[src/rtl/volume_pkg.sv]
// Purpose: shared constants and types for the front-panel volume key controller.
// Contents: volume code limits, key index constants, repeat FSM state encoding,
//           and a helper for sizing the repeat timer.
package volume_pkg;

    localparam logic [2:0] VOL_MAX    = 3'd0;
    localparam logic [2:0] VOL_SILENT = 3'd7;

    localparam int unsigned NUM_KEYS = 3;
    localparam int unsigned KEY_UP   = 0;
    localparam int unsigned KEY_DOWN = 1;
    localparam int unsigned KEY_MUTE = 2;

    typedef enum logic [1:0] {
        RPT_IDLE   = 2'd0,
        RPT_DELAY  = 2'd1,
        RPT_REPEAT = 2'd2
    } rpt_state_t;

    // Larger of two cycle counts; sizes the shared repeat timer.
    function automatic int unsigned max_cycles(input int unsigned a, input int unsigned b);
        return (a > b) ? a : b;
    endfunction

endpackage

[src/rtl/key_debounce.sv]
// Purpose: synchronise one raw asynchronous key and debounce it.
// Ports:
//   clk   - system clock
//   reset - asynchronous active-high reset
//   raw   - raw key input (asynchronous, active-high)
//   level - debounced key level
//   press - one-cycle pulse, high in the first cycle that level reads 1
module key_debounce
    import volume_pkg::*;
#(
    parameter int unsigned DEBOUNCE_CYCLES = 500000
) (
    input  logic clk,
    input  logic reset,
    input  logic raw,
    output logic level,
    output logic press
);

    localparam int unsigned CW = $clog2(DEBOUNCE_CYCLES + 1);

    logic          sync1;
    logic          sync2;
    logic [CW-1:0] cnt;

    // Two-flop synchroniser for the asynchronous key.
    always_ff @(posedge clk or posedge reset) begin
        if (reset) begin
            sync1 <= 1'b0;
            sync2 <= 1'b0;
        end else begin
            sync1 <= raw;
            sync2 <= sync1;
        end
    end

    // Count consecutive disagreeing cycles; once the count has reached the
    // limit the level flips on the following edge.
    always_ff @(posedge clk or posedge reset) begin
        if (reset) begin
            cnt   <= '0;
            level <= 1'b0;
            press <= 1'b0;
        end else begin
            press <= 1'b0;
            if (sync2 == level) begin
                cnt <= '0;
            end else if (cnt == CW'(DEBOUNCE_CYCLES)) begin
                level <= sync2;
                press <= sync2;
                cnt   <= '0;
            end else begin
                cnt <= cnt + CW'(1);
            end
        end
    end

endmodule

[src/rtl/volume_key_ctrl.sv]
// Purpose: turn up/down/mute front-panel keys into the 3-bit attenuation code
//          for the stereo volume stage, with hold-to-repeat on up/down.
// Ports:
//   clk           - system clock
//   reset         - asynchronous active-high reset
//   key_up        - raw key, louder (lower code)
//   key_down      - raw key, quieter (higher code)
//   key_mute      - raw key, toggles mute
//   volume_ctrl   - attenuation code, 0 = full scale, 7 = silence (registered)
//   muted         - mute flag (registered)
//   level_changed - one-cycle pulse whenever volume_ctrl changes (registered)
module volume_key_ctrl
    import volume_pkg::*;
#(
    parameter int unsigned DEBOUNCE_CYCLES = 500000,
    parameter int unsigned REPEAT_DELAY    = 24000000,
    parameter int unsigned REPEAT_RATE     = 6000000,
    parameter logic [2:0]  RESET_LEVEL     = 3'd2
) (
    input  logic       clk,
    input  logic       reset,
    input  logic       key_up,
    input  logic       key_down,
    input  logic       key_mute,
    output logic [2:0] volume_ctrl,
    output logic       muted,
    output logic       level_changed
);

    localparam int unsigned TW = $clog2(max_cycles(REPEAT_DELAY, REPEAT_RATE) + 1);

    logic          up_level;
    logic          dn_level;
    logic          up_press;
    logic          dn_press;
    logic          mute_press;
    logic          unused_mute_level;

    rpt_state_t    state;
    rpt_state_t    state_n;
    logic [TW-1:0] timer;
    logic          rkey_dn;
    logic          held;
    logic          other;
    logic          expire;
    logic          start_up;
    logic          start_dn;
    logic          step_c;
    logic          load_delay;
    logic          load_rate;

    logic          up_evt;
    logic          dn_evt;
    logic [2:0]    lvl;
    logic [2:0]    lvl_n;
    logic          muted_n;
    logic [2:0]    vol_n;

    key_debounce #(.DEBOUNCE_CYCLES(DEBOUNCE_CYCLES)) u_db_up (
        .clk   (clk),
        .reset (reset),
        .raw   (key_up),
        .level (up_level),
        .press (up_press)
    );

    key_debounce #(.DEBOUNCE_CYCLES(DEBOUNCE_CYCLES)) u_db_down (
        .clk   (clk),
        .reset (reset),
        .raw   (key_down),
        .level (dn_level),
        .press (dn_press)
    );

    // Mute only acts on its press edge; its level has no consumer.
    key_debounce #(.DEBOUNCE_CYCLES(DEBOUNCE_CYCLES)) u_db_mute (
        .clk   (clk),
        .reset (reset),
        .raw   (key_mute),
        .level (unused_mute_level),
        .press (mute_press)
    );

    // Repeat qualifiers: latched key still held, opposite key not pressed.
    assign held     = rkey_dn ? dn_level : up_level;
    assign other    = rkey_dn ? up_level : dn_level;
    assign expire   = (timer == TW'(1));
    assign start_up = up_press & ~dn_press;
    assign start_dn = dn_press & ~up_press;

    // Repeat FSM state register.
    always_ff @(posedge clk or posedge reset) begin
        if (reset) begin
            state <= RPT_IDLE;
        end else begin
            state <= state_n;
        end
    end

    // Repeat FSM next state; release or opposite key beats timer expiry.
    always_comb begin
        state_n = state;
        case (state)
            RPT_IDLE:   if (start_up || start_dn) state_n = RPT_DELAY;
            RPT_DELAY: begin
                if (!held || other) state_n = RPT_IDLE;
                else if (expire)    state_n = RPT_REPEAT;
            end
            RPT_REPEAT: if (!held || other) state_n = RPT_IDLE;
            default:    state_n = RPT_IDLE;
        endcase
    end

    // Repeat FSM outputs: step request and timer load controls.
    always_comb begin
        step_c     = 1'b0;
        load_delay = 1'b0;
        load_rate  = 1'b0;
        case (state)
            RPT_IDLE: load_delay = start_up || start_dn;
            RPT_DELAY, RPT_REPEAT: begin
                if (held && !other && expire) begin
                    step_c    = 1'b1;
                    load_rate = 1'b1;
                end
            end
            default: ;
        endcase
    end

    // Repeat timer and latched key; expiry is the cycle the timer reads 1.
    always_ff @(posedge clk or posedge reset) begin
        if (reset) begin
            timer   <= '0;
            rkey_dn <= 1'b0;
        end else if (load_delay) begin
            timer   <= TW'(REPEAT_DELAY);
            rkey_dn <= start_dn;
        end else if (load_rate) begin
            timer <= TW'(REPEAT_RATE);
        end else if (state != RPT_IDLE) begin
            timer <= timer - TW'(1);
        end
    end

    // Event resolution: mute wins, up+down cancel, up/down while muted only unmutes.
    always_comb begin
        up_evt  = up_press | (step_c & ~rkey_dn);
        dn_evt  = dn_press | (step_c & rkey_dn);
        lvl_n   = lvl;
        muted_n = muted;
        if (mute_press) begin
            muted_n = ~muted;
        end else if (up_evt ^ dn_evt) begin
            if (muted) begin
                muted_n = 1'b0;
            end else if (up_evt) begin
                if (lvl != VOL_MAX) lvl_n = lvl - 3'd1;
            end else begin
                if (lvl != VOL_SILENT) lvl_n = lvl + 3'd1;
            end
        end
        vol_n = muted_n ? VOL_SILENT : lvl_n;
    end

    // Level, mute flag and registered outputs.
    always_ff @(posedge clk or posedge reset) begin
        if (reset) begin
            lvl           <= RESET_LEVEL;
            muted         <= 1'b0;
            volume_ctrl   <= RESET_LEVEL;
            level_changed <= 1'b0;
        end else begin
            lvl           <= lvl_n;
            muted         <= muted_n;
            volume_ctrl   <= vol_n;
            level_changed <= (vol_n != volume_ctrl);
        end
    end

endmodule

[config.mk]
export PLATFORM = sky130hd
export DESIGN_NAME = volume_key_ctrl
export DESIGN_NICKNAME = d
export VERILOG_FILES = /design/src/rtl/volume_pkg.sv /design/src/rtl/key_debounce.sv /design/src/rtl/volume_key_ctrl.sv
export SDC_FILE = /design/constraint.sdc
export NUM_CORES = 1
export LEC_CHECK = 0
export CORE_MARGIN = 3
export CORE_UTILIZATION = 40
export DETAILED_ROUTE_END_ITERATION = 10
export HOLD_SLACK_MARGIN = 0.03
export SYNTH_ARGS = -nofsm -noshare
export SYNTH_HDL_FRONTEND = slang
export SYNTH_HIERARCHICAL = 1
export SYNTH_SLANG_ARGS = --single-unit
[constraint.sdc]
create_clock -name clk -period 6.92 [get_ports clk]
set_input_delay 1.384 -clock clk [delete_from_list [all_inputs] [get_ports clk]]
set_output_delay 1.384 -clock clk [all_outputs]
set_load 0.02 [all_outputs]
* Word-level counts from Yosys, hierarchy flattened *
Cells that the tools add are included.

storage, ports and cells
  output and inout bits = 5
  flip-flop bits (word level) = 105
  logic and storage cells = 105

operators by class
  muxes and demuxes = 34
  add/sub/neg operators = 6
  equality and inequality tests = 14
  bitwise gates (word level) = 14
  reductions and logical operators = 15

operators with widths
  operator                                                              number
  19-bit two-way mux                                                    6
  25-bit two-way mux                                                    3
  19-bit by 1-bit adder with 19-bit output, second input constant       3
  19-bit == test, second input constant                                 3
  25-bit by 1-bit == test with 1-bit output, second input constant      1
  25-bit by 1-bit subtractor with 25-bit output, second input constant  1
  3-bit two-way mux                                                     7
  1-bit two-way mux                                                     13
  2-bit two-way mux                                                     4
  1-bit inverter                                                        7
  3-bit inequality test, second input constant                          2
  2-bit one-hot mux with 3 select lines                                 1
  2-bit AND reduction                                                   3
  3-bit nonzero test                                                    2
  1-bit AND                                                             4
  2-bit inequality test, second input constant                          2
  3-bit by 1-bit adder with 3-bit output, second input constant         1
  1-bit == test                                                         3
  3-bit inequality test                                                 1
  3-bit AND reduction                                                   1
  3-bit by 1-bit subtractor with 3-bit output, second input constant    1
  2-bit by 1-bit == test with 1-bit output, second input constant       1
  2-bit == test, second input constant                                  1
  1-bit logical AND                                                     2
  7 further kinds                                                       10

* Depth between registers and ports, before layout *
  depth in word-level cells = 14
  mapped depth = 11
  mapped depth without buffers = 11

* Cells and area by module *
The synthesis kept the hierarchy.

by module, submodules not included
  module           times used  sequential area each (µm²)  cells an instance  area an instance (µm²)
  key_debounce     3           575.6                       109                1147.4
  volume_key_ctrl  1           903.4                       239                2253.4

* Worst setup path after synthesis *
No wires, ideal clock.

  kind = register -> register
  start = register timer[0]
  end = register level_changed
  arrival = 2.240 ns
  cell stages (with the launch flop) = 11
  slack = 4.549 ns
  cells stage by stage = dfrtp_1 > ha_1 > nor4b_2 > o2111a_2 > a31oi_1 > o31a_1 > o21a_2 > inv_2 > or4b_1 > a21oi_1 > o31ai_1

RTL lines
  what                                           RTL line                                        text
  start: declaration                             volume_key_ctrl.sv:41                           logic [TW-1:0] timer;
  start signal: assignment                       volume_key_ctrl.sv:137                          timer <= TW'(REPEAT_DELAY);
  start signal: assignment                       volume_key_ctrl.sv:140                          timer <= TW'(REPEAT_RATE);
  start signal: assignment                       volume_key_ctrl.sv:142                          timer <= timer - TW'(1);
  25-bit by 1-bit == test with 1-bit output (*)  volume_key_ctrl.sv:87                           assign expire = (timer == TW'(1));
  1-bit logical AND (*)                          volume_key_ctrl.sv:122                          if (held && !other && expire) begin
  1-bit two-way mux (*)                          volume_key_ctrl.sv:122
  1-bit two-way mux (*)                          volume_key_ctrl.sv:119                          case (state)
  1-bit AND (on tied branches)                   volume_key_ctrl.sv:148, volume_key_ctrl.sv:149
  1-bit OR (on tied branches)                    volume_key_ctrl.sv:148, volume_key_ctrl.sv:149
  1-bit XOR (*)                                  volume_key_ctrl.sv:154                          end else if (up_evt ^ dn_evt) begin
  1-bit two-way mux (*)                          volume_key_ctrl.sv:154
  1-bit two-way mux (*)                          volume_key_ctrl.sv:152                          if (mute_press) begin
  via muted_n                                    volume_key_ctrl.sv:56                           logic muted_n;
  3-bit two-way mux (*)                          volume_key_ctrl.sv:163                          vol_n = muted_n ? VOL_SILENT : lvl_n;
  3-bit inequality test (*)                      volume_key_ctrl.sv:177                          level_changed <= (vol_n != volume_ctrl);
  end signal: assignment                         volume_key_ctrl.sv:177
  end: declaration                               volume_key_ctrl.sv:27                           output logic level_changed

Mark *: on every way through the listed nets, which the timed path passes. The rest lies on a longest branch.
A chain may end at the register's enable or synchronous reset.

* Worst setup path in the final report *
  start = register volume_ctrl[1]
  end = output port volume_ctrl[1]

RTL lines
  what                      RTL line                text
  start: declaration        volume_key_ctrl.sv:25   output logic [2:0] volume_ctrl,
  start signal: assignment  volume_key_ctrl.sv:176  volume_ctrl <= vol_n;

No word-level cell between the ends.

==> metrics.yaml <==
syn_area_um2: 5695
die-area_um2: 15710
worst_ep_arrival_time_ns: 1.52
finalSetupViolations: 0
cts_root_buffer: "clkbuf_16"
finalCoreUtilization_pct: 46.22
drtAntennaViolNets: 0
grt_pass1_vias: 4142
cp_cell_sequence: "clkdlybuf4s50_1"
track_usage_pct: 15.12
finalPower_mw: 1.174
p_int_uw: 910.9
grt_overflow: 0
area_growth_pct: 10.02
grt_pass1_wl_mm: 19.71
start_util_pct: 42.01
clk-insertion-delay-late_ns: 0.36
timing.final.hold_violations: 0
vias: 4165
p_per_area_nw_per_um2: 187.3
ys_types: 63
coreArea_um2: 13560
ctsHoldBuffers: 0
cap_violations: 0
cts_sinks: 105
final_common_cell: "dfrtp_1"
nFillCells: 1273
crit_required_ns: 5.54
finalNetCount: 599
worstHoldStart: "u_db_down/sync1$_DFF_PP0_"
worst_pin_slew_ns: 0.8696
port_buffers: 9
tritoncts: "done"
synth_edf_count: 0
synth.net_count: 586
max_stage_delay_ns: 0.60
layout-drive-gt1-share_pct: 10.45
cp.depth: 1
ctsResizeCount: 0
period_minus_slack_ns: 2.908
path_buf_inv: 1
ir_drop_v: 0.0001854
cts.clk_slew.worst_paths_ns: 0.07
cp-end-kind: "output port"
reg2reg_from: "timer[11]$_DFFE_PP0P_"
die_w_um: 125.3
swShare_pct: 22.39
final-max-slew-violation-count: 0
h-tree-depth: 3
ys_warn_count: 6
most-common-layout-cells: "dfrtp_1 (103), nor2_1 (78), xnor2_1 (44)"
worst_path_max_delay_cell: "clkdlybuf4s50_1"
rsz0062_at_grt: "false"
worst_setup_path_start_kind: "register"
cts_buffer_depth: 2
slew_headroom_pct: 41.97
dp_hpwl_mm: 7.893
p_clk_share_pct: 43.9
cts-buffers-inserted: 9
r2r_cells: 8
drtIter0Drc: 245
cts_setup_buffers: 0
p_sw_uw: 262.9
grt_max_degree: 37
min_to: "u_db_down/sync2$_DFF_PP0_"
crit_fanout: 5
netlist_instances: 566
die_h_um: 125.3
avgSynthCellArea_um2: 10.06
max_freq_ghz: 0.3438
regToRegEndpoint: "level_changed$_DFF_PP0_"
seqPwrFrac_pct: 53.4
synth_seq_cells: 105
synthFlopType: "dfrtp_1"
async_reset_ff_share_pct: 100.0
leakagePower_nw: 2.685
yosysSeqAreaShare_pct: 46.18
antenna_cells: 0
status: "complete, no violations"
viasPerCell: 5.480
io_pins: 10
place_congestion: 0.8168
hold_path_class: "reg -> reg"
finalSetupTns_ns: 0
grt_antenna_before_repair: 0
power_frac_comb_pct: 2.7
hold_depth: 0
finalWirelength_mm: 11.20
wire_per_inst_um: 14.74
crit_family: "buffers and inverters"
dr.pass1.iters: 4
rrSetupSlack_ns: 4.17
drcViolationCount: 0
crit_type: "reg -> out"
fin_crit_sh_pct: 42.03
num_rows: 42
skew_ns: 0.007826
==> worst max-delay path by stage <==
stage                        startpoint                    endpoint  slack [ns]
2_1_floorplan      timer[0]$_DFFE_PP0P_     level_changed$_DFF_PP0_        4.55
3_3_place_gp                      reset  u_db_mute/cnt[5]$_DFF_PP0_        4.30
3_5_place_dp      timer[13]$_DFFE_PP0P_     level_changed$_DFF_PP0_        4.21
4_1_cts        volume_ctrl[1]$_DFF_PP1_              volume_ctrl[1]        3.99
5_1_grt        volume_ctrl[1]$_DFF_PP1_              volume_ctrl[1]        3.95
6_report       volume_ctrl[1]$_DFF_PP1_              volume_ctrl[1]        4.01
==> Yosys cell counts (15+ instances only) <==
master / count / area [um2]
a21oi_1: 19 / 95.09
dfrtp_1: 103 / 2577
ha_1: 15 / 187.7
inv_1: 24 / 90.09
nand2_1: 30 / 112.6
nand3_1: 27 / 135.1
nand4_1: 21 / 131.4
nor2_1: 78 / 292.8
nor4_1: 27 / 168.9
o21ai_0: 18 / 90.09
xnor2_1: 44 / 385.4
xor2_1: 21 / 183.9
==> per-layer routing <==
metal | track usage, % | share of wire [%]
met1 | 19.70 | 48
met3 | 3.881 | 2.5
met4 | 4.464 | 1.1
met5 | 0 | 0
met2 | 24.99 | 49
==> kinds of logic after synthesis <==
logic type	Yosys count	synth area share, %
AO/OA/AOI/OAI	71	9.227
AND/OR/NAND/NOR	272	27.72
XOR/XNOR	65	9.996
buffers and inverters	33	2.438
multiplexers	5	1.142
flip-flops	105	46.18
adder cells (fa/ha/maj)	15	3.295
==> worst reg2reg max path, cell delays in order, from the launching register on <==
cell and delay (ns):
dfrtp_1 0.43, nor4_2 0.44, and4_1 0.48, a31oi_1 0.20
o211ai_2 0.24, o2bb2ai_2 0.14, or4b_1 0.48, a21oi_1 0.14
o31ai_1 0.08
==> cell type report <==
class / count / area [um2] / area share [%]
clock buffer: 10 / 229.0 / 3.654
multi-input combinational: 428 / 2927 / 46.71
inverter: 25 / 93.84 / 1.498
sequential: 105 / 2630 / 41.97
tap: 176 / 220.2 / 3.514
timing repair buffer: 10 / 97.59 / 1.558
clock inverter: 6 / 68.82 / 1.098
==> power by group through the flow <==
stage          Combinational, mW  Sequential, mW  Clock, mW
2_1_floorplan             0.0241           0.637          0
3_3_place_gp              0.0324           0.639          0
3_5_place_dp              0.0333           0.639          0
4_1_cts                   0.0333           0.627      0.534
5_1_grt                   0.0374           0.628      0.557
6_report                  0.0316           0.627      0.515
==> state kept, by name, indices dropped and copies added, names as in the netlist <==
name and count:
timer 25, u_db_down/cnt 19, u_db_mute/cnt 19, u_db_up/cnt 19, lvl 3, volume_ctrl 3
state 2, level_changed 1, muted 1, rkey_dn 1, u_db_down/level 1, u_db_down/press 1
u_db_down/sync1 1, u_db_down/sync2 1, u_db_mute/level 1, u_db_mute/press 1, u_db_mute/sync1 1, u_db_mute/sync2 1
u_db_up/level 1, u_db_up/press 1, u_db_up/sync1 1, u_db_up/sync2 1
==> through the flow <==
step	instance area [um2]	hold WS, ns	std cells	worst slack [ns]
CTS	6266	0.3709	760	3.987
floorplan	5695	0.3312	566	4.549
global placement	5968	0.3594	744	4.301
finish	6266	0.3693	760	4.012
global route	6266	0.3902	760	3.951
detailed placement	5968	0.3636	744	4.213
(Power assumes the default switching activity.)
